--- src/rtl/alu_arbiter.sv ---
// Round-robin arbiter sharing one registered-latency ALU between two requesters,
// keeping a private {n,v,z} flag copy per requester. Define ALU_ARB_LOCK_EN for lock priority.
module alu_arbiter #(
  parameter int DSIZE    = 16,
  parameter int LOCK_MAX = 4
) (
  input  logic             clk,
  input  logic             rst_n,
  input  logic             req_0,
  input  logic             req_1,
  input  logic [DSIZE-1:0] a_0,
  input  logic [DSIZE-1:0] b_0,
  input  logic [DSIZE-1:0] a_1,
  input  logic [DSIZE-1:0] b_1,
  input  logic [2:0]       op_0,
  input  logic [2:0]       op_1,
  input  logic [3:0]       imm_0,
  input  logic [3:0]       imm_1,
`ifdef ALU_ARB_LOCK_EN
  input  logic             lock_0,
  input  logic             lock_1,
`endif
  output logic             gnt_0,
  output logic             gnt_1,
  output logic             rsp_valid,
  output logic             rsp_id,
  output logic [DSIZE-1:0] rsp_data,
  output logic [2:0]       flag_0,
  output logic [2:0]       flag_1,
  output logic [DSIZE-1:0] alu_a,
  output logic [DSIZE-1:0] alu_b,
  output logic [2:0]       alu_op,
  output logic [3:0]       alu_imm,
  output logic [2:0]       alu_last_flag,
  input  logic [DSIZE-1:0] alu_out,
  input  logic [2:0]       alu_flag
);

  logic       w_pri;
  logic       w_gnt_0;
  logic       w_gnt_1;
  logic       w_any_gnt;
  logic       r_last_grant;
  logic       r_inflight_valid;
  logic       r_inflight_id;
  logic       r_inflight_flagop;
  logic [2:0] r_flag_0;
  logic [2:0] r_flag_1;

`ifdef ALU_ARB_LOCK_EN
  localparam int CW = $clog2(LOCK_MAX + 1);

  logic [CW-1:0] r_lock_cnt;
  logic          r_lock_hold;
  logic          w_lock_at_max;
  logic          w_gnt_lock;

  // A locked owner keeps contention priority until the counter saturates.
  assign w_lock_at_max = (r_lock_cnt == CW'(LOCK_MAX));
  assign w_pri         = (r_lock_hold && !w_lock_at_max) ? r_last_grant : ~r_last_grant;
  assign w_gnt_lock    = (w_gnt_0 && lock_0) || (w_gnt_1 && lock_1);
`else
  logic w_unused_lock_max;

  assign w_unused_lock_max = (LOCK_MAX > 0);
  assign w_pri             = ~r_last_grant;
`endif

  always_comb begin
    // NOTE: every output of a combinational block gets a default first, so no path infers a latch.
    w_gnt_0 = 1'b0;
    w_gnt_1 = 1'b0;
    if (rst_n) begin
      if (req_0 && req_1) begin
        w_gnt_0 = ~w_pri;
        w_gnt_1 = w_pri;
      end else begin
        w_gnt_0 = req_0;
        w_gnt_1 = req_1;
      end
    end
  end

  assign w_any_gnt = w_gnt_0 | w_gnt_1;

  // Idle cycles present an ADD of zero; imm and lastFlag follow port 0.
  always_comb begin
    alu_a         = '0;
    alu_b         = '0;
    alu_op        = 3'd0;
    alu_imm       = imm_0;
    alu_last_flag = r_flag_0;
    if (w_gnt_1) begin
      alu_a         = a_1;
      alu_b         = b_1;
      alu_op        = op_1;
      alu_imm       = imm_1;
      alu_last_flag = r_flag_1;
    end else if (w_gnt_0) begin
      alu_a  = a_0;
      alu_b  = b_0;
      alu_op = op_0;
    end
  end

  always_ff @(posedge clk) begin
    // NOTE: state registers use non-blocking assignments so every flop samples pre-edge values.
    if (!rst_n) begin
      r_last_grant      <= 1'b1;
      r_inflight_valid  <= 1'b0;
      r_inflight_id     <= 1'b0;
      r_inflight_flagop <= 1'b0;
      r_flag_0          <= 3'b000;
      r_flag_1          <= 3'b000;
    end else begin
      r_inflight_valid <= w_any_gnt;
      if (w_any_gnt) begin
        r_inflight_id     <= w_gnt_1;
        r_inflight_flagop <= ~alu_op[2];
        r_last_grant      <= w_gnt_1;
      end
      // Shifts and rotates leave the owner's flags alone; the other copy is never written.
      if (r_inflight_valid && r_inflight_flagop) begin
        if (r_inflight_id) r_flag_1 <= alu_flag;
        else               r_flag_0 <= alu_flag;
      end
    end
  end

`ifdef ALU_ARB_LOCK_EN
  always_ff @(posedge clk) begin
    if (!rst_n) begin
      r_lock_cnt  <= '0;
      r_lock_hold <= 1'b0;
    end else if (w_gnt_lock && !w_lock_at_max) begin
      r_lock_cnt  <= r_lock_cnt + 1'b1;
      r_lock_hold <= 1'b1;
    end else begin
      r_lock_cnt  <= '0;
      r_lock_hold <= 1'b0;
    end
  end
`endif

  assign gnt_0     = w_gnt_0;
  assign gnt_1     = w_gnt_1;
  assign rsp_valid = r_inflight_valid;
  assign rsp_id    = r_inflight_id;
  assign rsp_data  = alu_out;
  assign flag_0    = r_flag_0;
  assign flag_1    = r_flag_1;

endmodule
--- config.mk ---
export PLATFORM = sky130hd
export DESIGN_NAME = alu_arbiter
export DESIGN_NICKNAME = d
export VERILOG_FILES = /design/src/rtl/alu_arbiter.sv
export SDC_FILE = /design/constraint.sdc
export NUM_CORES = 1
export LEC_CHECK = 0
export ABC_AREA = 1
export CAP_MARGIN = 20
export CORE_MARGIN = 5
export CORE_UTILIZATION = 21
export DETAILED_ROUTE_END_ITERATION = 12
export PLACE_DENSITY = 0.8
export SLEW_MARGIN = 20
export SYNTH_ARGS = -nofsm -noshare
export SYNTH_HDL_FRONTEND = slang
export SYNTH_SLANG_ARGS = --single-unit
--- constraint.sdc ---
create_clock -name clk -period 1.16 [get_ports clk]
set_clock_uncertainty 0.15 [all_clocks]
set_input_delay 0.116 -clock clk [delete_from_list [all_inputs] [get_ports clk]]
set_output_delay 0.116 -clock clk [all_outputs]
set_load 0.1 [all_outputs]
# Word level (Yosys, flattened, before mapping)
# Cells that the tools add are included.
# word_totals
register_bits	10
latch_bits	0
mem_bits_rw	0
romBits	0
input_bits	101
output_inout_bits	68
elab_cells	26
n_memories	0
# classes
add_sub_neg	0
multipliers	0
div_mod_pow	0
n_lt_le_gt_ge	0
eq_ne	0
n_shift	0
n_mux	12
bitwise	4
reduce_logical	4
# ops
cell	n
16-bit two-way mux	4
3-bit two-way mux	3
1-bit two-way mux	4
4-bit two-way mux	1
2-bit AND reduction	2
1-bit NOT	3
1-bit logical AND	2
1-bit bitwise OR	1

# Logic depth before layout (Yosys ltp)
# depth
word_depth	6
mapped_depth	8
ltp_nobuf	6

# Worst setup path before layout
# OpenSTA, ideal clock, no wires.
# synth_timing
path_type	register to output
start	register r_flag_1[0] (netlist: flag_1[0])
end	output alu_last_flag[0]
t_arrival_ns	3.211
t_required_ns	0.894
slack_ns	-2.317
path_stages_with_launch	3
path_buffers	0
path_cell_list	dfxtp_1 -> inv_1 -> o21ai_0
# synth_via
elab_chain_cells	1
# synth_lines
element	line	source
start: declaration	48	logic [2:0] r_flag_1;
start signal: assignment	124	if (r_inflight_id) r_flag_1 <= alu_flag;
3-bit two-way mux	93	if (w_gnt_1) begin
end: declaration	34	output logic [2:0] alu_last_flag,
# No other way between the ends.

# Worst setup path after layout
# layout_timing
start	register r_last_grant
end	output alu_a[3]
# layout_via
elab_chain_cells	4
elab_cells_between_ends	7
cone_classes	mux (6); bitwise (1)
# layout_lines
element	line	source
start: declaration	43	logic r_last_grant;
start signal: assignment	120	r_last_grant <= w_gnt_1;
1-bit two-way mux or 1-bit NOT (tied branches)	74, 66	
1-bit two-way mux (on tied branches)	73, 74	
16-bit two-way mux or 1-bit two-way mux (tied branches)	99, 73	
16-bit two-way mux (*)	93	
end: declaration	30	output logic [DSIZE-1:0] alu_a,
# Mark *: on every way between the ends. The rest lies on a longest branch, timed or not.

==> impl_metrics.yaml <==
outcome:
  status: "finished with violations"
  violations: "negative setup slack"
placement:
  io_buffers: 136
  dp_hpwl_um: 5200
  place.gp.congestion: 0.743
  dp_cells: 405
  place_worst_setup_slack_ns: -0.748
timing:
  slew_headroom: 0.831
  hold_violations: 0
  max_slew.worst_pin.slew_ns: 0.253
  period_share: 1.52
  rsz0062_at_grt: "yes"
  slew_violations: 0
  setup-violations-final: 45
  setup_ws_ns: -0.601
  tns_ns: -23.84
  post-route-min-period_ns: 1.76
  max_freq_mhz: 568
critical_path:
  worst_setup_path_end_kind: "primary output"
  crit_cells: 8
  worstRegToRegCells: 7
  cp.required_ns: 0.89
  r2r_slack_ns: -0.10
  cp_max_fo: 11
  slowest_stage: "dfxtp_2"
  crit_type: "register to primary output"
  start_kind: "register"
  cp_top_family: "buffers and inverters"
  crit_chain: "nand2_2 -> nand2_4 -> inv_8 -> buf_12 -> buf_16 -> nand2_2 -> nand2_8 -> buf_12"
  slowest_delay_ns: 0.33
  arrival_ns: 1.50
  cp_num_buf_inv: 4
clock_tree:
  cts_sinks: 10
  cts_buffers: 3
  hold_buffers: 0
  cts_root_buffer: "clkbuf_8"
  clkTransAtPathRegs_ns: 0.05
  clock_latency_ns: 0.24
  h-tree-depth: 1
  cts_tree: "done"
  clockBufferDepth: 2
route:
  avgRoutedWirePerCell_um: 19.6
  drt_pass1_iterations: 4
  drt_wl_total_um: 8250
  via_per_inst: 4.46
  vias: 1879
  drc: 0
  drt_iter0_markers: 50
  postRouteAntennaNets: 0
cells_and_area:
  layout-drive-gt1-share: 0.581
  area_delta_synth_final_pct: 311
  nNetsFinal: 453
  layout.cells.non_filler: 421
  utilization: 0.886
  n_antenna_cell: 0
  fillers: 236
grt:
  grt_first_pass_wirelength_um: 10600
  grtUsageTotal: 0.212
  grt_pass1_vias: 2000
  grt_max_degree: 14
  antenna_found_initial: 0
  grt_overflow: 0
logic_synthesis:
  syn_inst: 208
  synthTopCellsByCount: "135 x nand2_1, 16 x buf_4, 13 x nor2_1"
  seq_area_frac_synth: 0.183
  synth_area_sq_um: 1090
  avgSynthCellArea_sq_um: 5.26
  ys_warn_count: 0
  ys.flop_type: "dfxtp_1"
  syn_nets: 309
  synth.most_common_cell: "nand2_1"
  synth-seq-cells: 10
  synth_edf_count: 0
  synth_top_area_share: 0.463
  synthTopCellsByArea: "nand2_1 46%, dfxtp_1 18%, buf_4 11%, buf_6 6.2%, nor2_1 4.5%"
  synthArstFlopShare: 0
  synth_top_area_cell: "nand2_1"
  yosysUniqueCellTypes: 15
power:
  powerDensity_nw_per_um2: 741
  finalPower_mw: 3.34
  vdd.ir_drop.worst_v: 0.000976
  p_leak_nw: 1.91
die:
  coreArea_sq_um: 5070
  die_h_um: 82.2
  initial_core_util: 0.216
  ios: 169
  fp-row-count: 26
  dieArea_sq_um: 6760
  die_w_um: 82.2
hold_path:
  worstHoldPathType: "input port to primary output"
  hold_depth: 0
flow_run:
  max-cap-violations: 0
## state kept, by name, summed over array words and instances (netlist names)
| signal | count |
|---|---|
| flag_1 | 3 |
| flag_0 | 3 |
| r_inflight_flagop | 1 |
| r_last_grant | 1 |
| rsp_id | 1 |
| rsp_valid | 1 |
## power by group
part | total (mW) | leakage, nW | switching (mW) | internal [mW]
clock network | 0.383 | 0.0228 | 0.142 | 0.241
registers | 0.388 | 0.0866 | 0.0265 | 0.362
logic | 2.56 | 1.80 | 1.51 | 1.05
total | 3.34 | 1.91 | 1.68 | 1.65
## area by class of cell
type / count / area (sq um) / area share
inverter: 11 / 51.3 / 0.0114
clock buffer: 4 / 45.0 / 0.0100
sequential: 10 / 224 / 0.0498
timing repair buffer: 164 / 2280 / 0.508
multi-input combinational: 162 / 1810 / 0.401
tap: 70 / 87.6 / 0.0195
## placed cells by master, fill, tap and decap left out
cell,count
a21oi_4,1
buf_12,60
buf_16,3
buf_4,12
buf_6,3
buf_8,1
clkbuf_1,1
clkbuf_16,1
clkbuf_8,3
clkdlybuf4s50_1,81
dfxtp_1,1
dfxtp_2,4
dfxtp_4,5
dlygate4sd2_1,3
inv_1,5
inv_2,4
inv_4,1
inv_8,1
nand2_1,40
nand2_2,18
nand2_4,28
nand2_8,52
nand3_1,1
nand3_2,1
nand3_4,2
nand3b_1,1
nor2_1,12
nor2_2,1
o211ai_1,1
o21ai_0,1
o21ai_4,3
## worst register-to-register path, delay by kind of cell, from the launching register on
kind | cells | cell delay [ns]
AND/OR/NAND/NOR | 4 | 0.29
flip-flops | 1 | 0.34
buffers and inverters | 3 | 0.42
## metrics by stage
stage | instance area, sq um | hold slack [ns]
global placement | 3880 | 0.0827
finish | 4500 | 0.0820
detailed placement | 3880 | 0.0827
global route | 4500 | 0.0821
CTS | 4350 | 0.0827
floorplan | 1990 | 0.0880
## metal layers
layer	global-route usage	vias up	wire, um
met5	0	-	0
met4	0.0698	0	158
met3	0.0640	12	593
met1	0.203	893	2620
met2	0.422	81	4880
li1	-	893	-
## timing repair
| action | in CTS | in global routing |
|---|---|---|
| setup endpoints to repair | 46 | 45 |
| buffers inserted | 9 | 2 |
| gates resized for setup | 55 | 28 |
| pin swaps | 3 | 3 |
| cloned | 4 | 1 |
## cells by family (layout without fill, tap and decap cells)
family | count (synthesis) | count (layout) | synth area share
AOI/OAI and AO/OA | 6 | 6 | 0.0400
and+or+nand+nor | 156 | 156 | 0.554
DFF | 10 | 10 | 0.183
buffers and inverters | 36 | 179 | 0.223
## final timing paths
| path | end | from |
|---|---|---|
| hold / removal | rsp_data[11] | alu_out[11] |
| setup reg to reg | r_inflight_flagop | r_last_grant |
| setup / recovery | alu_a[3] | r_last_grant |
| hold reg to reg | rsp_id | rsp_id |
Power figures use the tool's default switching activity.
